## src/rtl/imem_axi_read_master.sv

```systemverilog
// -----------------------------------------------------------------------------
// imem_axi_read_master
//
// AXI4 read-only master (Master 0) behind the CPU instruction-fetch port.
// Each fetch request becomes one single-beat INCR read (ARLEN=0, 4-byte beat).
// The fetched word is returned on imem_rdata together with a one-cycle
// imem_rdata_handshake pulse. fetch_stall holds the pipeline while a fetch is
// in flight.
//
// Build option:
//   IMEM_AXI_RESP_CHECK_EN - when defined, an accepted beat with SLVERR or
//   DECERR loads a NOP into imem_rdata and sets the sticky fetch_err flag.
//   When undefined, RRESP is ignored and fetch_err is tied low.
//
// Ports:
//   ACLK, ARESETn          clock, asynchronous active-low reset
//   imem_addr, imem_ren    fetch address and request from the core
//   imem_rdata             last fetched instruction (NOP after reset)
//   imem_raddr_handshake   pulse on the AR handshake
//   imem_rdata_handshake   pulse in the cycle imem_rdata presents new data
//   fetch_stall            high while a fetch is pending
//   fetch_err              sticky response-error flag
//   AR* / R*               AXI4 read address and read data channels
// -----------------------------------------------------------------------------
module imem_axi_read_master #(
  parameter int ADDR_W    = 32,
  parameter int DATA_W    = 32,
  parameter int ID_W      = 4,
  parameter int MASTER_ID = 0
) (
  input  logic              ACLK,
  input  logic              ARESETn,
  input  logic [ADDR_W-1:0] imem_addr,
  input  logic              imem_ren,
  output logic [DATA_W-1:0] imem_rdata,
  output logic              imem_raddr_handshake,
  output logic              imem_rdata_handshake,
  output logic              fetch_stall,
  output logic              fetch_err,
  output logic [ID_W-1:0]   ARID,
  output logic [ADDR_W-1:0] ARADDR,
  output logic [7:0]        ARLEN,
  output logic [2:0]        ARSIZE,
  output logic [1:0]        ARBURST,
  output logic              ARVALID,
  input  logic              ARREADY,
  input  logic [ID_W-1:0]   RID,
  input  logic [DATA_W-1:0] RDATA,
  input  logic [1:0]        RRESP,
  input  logic              RLAST,
  input  logic              RVALID,
  output logic              RREADY
);

  typedef enum logic [1:0] {
    S_IDLE = 2'd0,
    S_ADDR = 2'd1,
    S_DATA = 2'd2,
    S_DONE = 2'd3
  } state_t;

  localparam logic [DATA_W-1:0] NOP_INSN = DATA_W'(32'h0000_0013);

  state_t            r_state;
  state_t            w_next_state;
  logic [ADDR_W-1:0] r_addr;
  logic              r_arvalid;
  logic              r_rready;
  logic [DATA_W-1:0] r_rdata;
  logic              w_ar_hs;
  logic              w_r_hs;

  // ARVALID/RREADY are flops that mirror "state is ADDR/DATA", so the
  // handshakes can be qualified by them directly.
  assign w_ar_hs = r_arvalid & ARREADY;
  assign w_r_hs  = r_rready  & RVALID;

  // ---------------------------------------------------------------------------
  // State register (plus registered state decodes for ARVALID / RREADY)
  // ---------------------------------------------------------------------------
  always_ff @(posedge ACLK or negedge ARESETn) begin
    if (!ARESETn) begin
      r_state   <= S_IDLE;
      r_arvalid <= 1'b0;
      r_rready  <= 1'b0;
    end else begin
      // NOTE: sequential state uses non-blocking assignments so every flop
      // samples the pre-edge values regardless of statement order.
      r_state   <= w_next_state;
      r_arvalid <= (w_next_state == S_ADDR);
      r_rready  <= (w_next_state == S_DATA);
    end
  end

  // ---------------------------------------------------------------------------
  // Next-state logic
  // ---------------------------------------------------------------------------
  always_comb begin
    // NOTE: default first so no path through the case leaves the signal
    // unassigned, which would infer a latch.
    w_next_state = r_state;
    case (r_state)
      S_IDLE:  if (imem_ren) w_next_state = S_ADDR;
      S_ADDR:  if (w_ar_hs)  w_next_state = S_DATA;
      // ARLEN=0: the first accepted beat is the last one, RLAST not needed.
      S_DATA:  if (w_r_hs)   w_next_state = S_DONE;
      S_DONE:                w_next_state = S_IDLE;
      default:               w_next_state = S_IDLE;
    endcase
  end

  // ---------------------------------------------------------------------------
  // Output decode
  // ---------------------------------------------------------------------------
  always_comb begin
    imem_raddr_handshake = w_ar_hs;
    imem_rdata_handshake = (r_state == S_DONE);
    fetch_stall          = (r_state == S_ADDR) || (r_state == S_DATA) ||
                           ((r_state == S_IDLE) && imem_ren);
  end

  // Fetch address is captured word-aligned, only when leaving IDLE, so later
  // PC changes cannot disturb an outstanding request.
  always_ff @(posedge ACLK or negedge ARESETn) begin
    if (!ARESETn) begin
      r_addr <= '0;
    end else if ((r_state == S_IDLE) && imem_ren) begin
      r_addr <= {imem_addr[ADDR_W-1:2], 2'b00};
    end
  end

  // Returned instruction. It is architecturally visible right after reset,
  // so it resets to a NOP rather than being left undefined.
  // NOTE: this data register is reset on purpose; plain storage arrays
  // without architectural reset values are normally left unreset.
  always_ff @(posedge ACLK or negedge ARESETn) begin
    if (!ARESETn) begin
      r_rdata <= NOP_INSN;
    end else if (w_r_hs) begin
`ifdef IMEM_AXI_RESP_CHECK_EN
      r_rdata <= RRESP[1] ? NOP_INSN : RDATA;
`else
      r_rdata <= RDATA;
`endif
    end
  end

`ifdef IMEM_AXI_RESP_CHECK_EN
  logic r_fetch_err;

  // SLVERR (2'b10) and DECERR (2'b11) both have RRESP[1] set.
  always_ff @(posedge ACLK or negedge ARESETn) begin
    if (!ARESETn) begin
      r_fetch_err <= 1'b0;
    end else if (w_r_hs && RRESP[1]) begin
      r_fetch_err <= 1'b1;
    end
  end

  assign fetch_err = r_fetch_err;

  logic w_unused;
  assign w_unused = ^{RID, RLAST, imem_addr[1:0]};
`else
  assign fetch_err = 1'b0;

  logic w_unused;
  assign w_unused = ^{RID, RLAST, RRESP, imem_addr[1:0]};
`endif

  assign imem_rdata = r_rdata;
  assign ARID       = ID_W'(MASTER_ID);
  assign ARADDR     = r_addr;
  assign ARLEN      = 8'd0;
  assign ARSIZE     = 3'b010;
  assign ARBURST    = 2'b01;
  assign ARVALID    = r_arvalid;
  assign RREADY     = r_rready;

endmodule

```

## config.mk

```make
export PLATFORM = sky130hd
export DESIGN_NAME = imem_axi_read_master
export DESIGN_NICKNAME = d
export VERILOG_FILES = /design/src/rtl/imem_axi_read_master.sv
export SDC_FILE = /design/constraint.sdc
export NUM_CORES = 1
export LEC_CHECK = 0
export BUFFER_PORTS_ARGS = -buffer_cell sky130_fd_sc_hd__clkbuf_2
export CELL_PAD_IN_SITES_DETAIL_PLACEMENT = 1
export CELL_PAD_IN_SITES_GLOBAL_PLACEMENT = 2
export CORE_ASPECT_RATIO = 0.5
export CORE_UTILIZATION = 29
export CTS_CLUSTER_DIAMETER = 40
export DETAILED_ROUTE_END_ITERATION = 12
export GPL_TIMING_DRIVEN = 0
export MAX_ROUTING_LAYER = met4
export PLACE_DENSITY = 0.9
export SLEW_MARGIN = 20
export SYNTH_ARGS = -nofsm -noshare
export SYNTH_HDL_FRONTEND = slang
export SYNTH_SLANG_ARGS = --single-unit
```

## constraint.sdc

```tcl
create_clock -name ACLK -period 3.94 [get_ports ACLK]
set_input_delay 0.197 -clock ACLK [delete_from_list [all_inputs] [get_ports ACLK]]
set_output_delay 0.197 -clock ACLK [all_outputs]
set_load 0.01 [all_outputs]
```

==> flow_summary.json <==
{
  "run_status": "complete, no violations",
  "ant_nets": 0,
  "dpl.hpwl_mm": 5.80,
  "drc": 0,
  "p_sw_share_pct": 32.4,
  "cp-endpoint": "fetch_stall",
  "antenna_found_initial": 0,
  "finalWirelength_mm": 7.25,
  "first_global_vias": 2329,
  "dr.first_iter.drc_count": 49,
  "rr_worst_depth": 5,
  "reg2reg_slack_ps": 2380,
  "reg2reg_to": "ARADDR[21]",
  "cellLeakagePower_nw": 2.08,
  "ir_drop_mv": 0.272,
  "synth_edf_count": 0,
  "numPortBuffers": 133,
  "synth_flop_cell": "dfrtp_1",
  "grt_use_total_pct": 16.5,
  "viasPerCell": 4.24,
  "tritoncts": "done",
  "postCtsResizedCells": 0,
  "rr_startpoint": "r_state[0]",
  "dieWidth_um": 140,
  "drv_slew": 0,
  "critPathCaptureType": "output pin",
  "final_area_um2": 3990,
  "cts_buffer_depth": 2,
  "hp-class": "input port to flop",
  "vias": 1976,
  "intPower_w": 0.00226,
  "dp_slack_ps": 2380,
  "synth_cells": 180,
  "power.density_nw_per_um2": 838,
  "grt_overflow": 0,
  "die-area_um2": 9910,
  "pwr-share-seq_pct": 36.8,
  "routabilityCongestion": 0.724,
  "post_dp_cell_area_um2": 3660,
  "fin_nets": 425,
  "finalCritPeriodShare_pct": 46.1,
  "skew_ps": 6.19,
  "synth-seq-cells": 66,
  "layout_setup_ws_ps": 2120,
  "diodes": 0,
  "synth.yosys.seq_area_share_pct": 60.1,
  "clkSlewWorstSetupHoldPaths_ps": 50,
  "clock-sinks": 66,
  "synth_area_um2": 2750,
  "syn_avg_cell_area_um2": 15.3,
  "drive_above_1_share_pct": 68.8,
  "io_pins": 163,
  "total_power_w": 0.00334,
  "synth.distinct_cells": 24,
  "switchingPower_w": 0.00108,
  "initial_core_util_pct": 30.8,
  "core.rowCount": 24,
  "synthArstFlopShare_pct": 100,
  "setup_tns_ps": 0,
  "cap_violations": 0,
  "post_cts.repair.setup_buffers": 0,
  "critical_path_class": "flop to output pin",
  "path_max_fanout": 10,
  "htree_levels": 3,
  "syn_to_final_growth_pct": 44.8,
  "max_freq_mhz": 551,
  "final_cell_count_no_fill": 466,
  "wl_per_cell_um": 15.5,
  "critPathLaunch": "r_state[0]",
  "clk_latency_ps": 320,
  "cp.arrival_ps": 1620,
  "pwr-share-clk_pct": 25.4,
  "cts_made_buffers": 9,
  "crit_path_start_kind": "flop",
  "grt_max_degree": 44,
  "fin_crit_ps": 1820,
  "core_um2": 8950,
  "p_comb_share_pct": 37.8,
  "die_y_um": 70.9,
  "dr.pass1.iters": 2,
  "finalHoldViolations": 0,
  "crit_required_ps": 3740,
  "dp.cells": 449,
  "setup_viol": 0,
  "ys_warn_count": 0,
  "rsz0062_at_grt": "no",
  "cts_root_buf": "clkbuf_16",
  "grt_pass1_wl_mm": 12.1
}
==> metrics by stage <==
stage,hold slack [ps],utilization (%)
3_5_place_dp,163,40.9
3_3_place_gp,415,40.6
4_1_cts,84.0,44.5
6_report,94.2,44.5
5_1_grt,79.6,44.5
2_1_floorplan,-98.6,-
==> registers in the layout, indices dropped and copies added (netlist names) <==
signal	count
r_state	2
ARVALID	1
imem_rdata	32
RREADY	1
ARADDR	30
==> layer usage <==
metal	wire [um]	share of wire (%)	GRT usage, %	up-vias
li1	-	-	-	900
met1	2480	34	15.4	987
met2	4280	59	31.8	71
met3	295	4.1	3.99	18
met4	192	2.6	8.55	0
met5	0	0	-	-
==> placed cells by master, fill, tap and decap left out, drive strengths merged <==
cell type,n
nor3b,1
o21ai,1
a21oi,1
dfrtp,63
and2,2
a221oi,1
bufinv,2
ha,5
conb,20
buf,27
o21bai,1
dfstp,3
o211a,1
nor2,2
inv,3
nand2b,1
mux2,62
a211oi,1
clkinvlp,1
clkinv,2
clkbuf,144
a21o,1
dlygate4sd3,1
nand2,3
==> Yosys cell counts (all sizes together), types with 2 or more instances <==
cell type,count,area share (%)
mux2,62,25
buf,26,7.2
conb,2,0.27
dfrtp,63,57
nor2,2,0.27
nand2,3,0.50
inv,3,0.41
dfstp,3,2.9
ha,5,2.3
and2,2,0.55
==> power by group through the flow <==
stage                     logic, W  clock network (W)  registers, W
after CTS                  0.00129           0.000868       0.00123
after floorplan           0.000582                  0       0.00137
after global routing       0.00136           0.000905       0.00128
final                      0.00126           0.000849       0.00123
after detailed placement   0.00129                  0       0.00124
after global placement     0.00122                  0       0.00121
==> area by class of cell <==
cell class | count | area (um^2)
Buffer | 26 | 199
Clock buffer | 11 | 243
Clock inverter | 5 | 77.6
Fill cell | 980 | 4960
Inverter | 3 | 11.3
Multi-Input combinational cell | 103 | 956
Sequential cell | 66 | 1660
Tap cell | 117 | 146
Timing Repair Buffer | 135 | 698
==> cell families (layout without fill, tap and decap cells) <==
family / count (synthesis) / in the layout / share of synthesized area, %
buffers and inverters: 29 / 180 / 7.63
adder cells (fa/ha/maj): 5 / 5 / 2.27
AO/OA/AOI/OAI: 7 / 7 / 2.54
flip-flops: 66 / 66 / 60.1
AND/OR/NAND/NOR: 9 / 9 / 1.82
other: 2 / 20 / 0.273
multiplexers: 62 / 62 / 25.4
==> critical path, stage by stage (launching register included) <==
cell	delay (ps)
dfrtp_1	440
inv_1	110
ha_1	220
nand2_2	140
buf_6	180
nand2b_1	70
clkbuf_2	130
==> repair_timing <==
item | in CTS | in global routing
hold endpoints to repair | 23 | 0
hold buffers | 1 | 0
setup endpoints to repair | 0 | 0
==> worst min path at each step <==
stage | startpoint | end | slack, ps | cells past startpoint
2_1_floorplan | ARESETn | ARADDR[10] | -100 | 0
3_3_place_gp | imem_addr[29] | ARADDR[29] | 410 | 2
3_5_place_dp | ARESETn | ARADDR[29] | 160 | 1
4_1_cts | imem_addr[25] | ARADDR[25] | 80 | 2
5_1_grt | imem_addr[25] | ARADDR[25] | 80 | 2
6_report | imem_addr[25] | ARADDR[25] | 90 | 2
(Power assumes the default switching activity.)
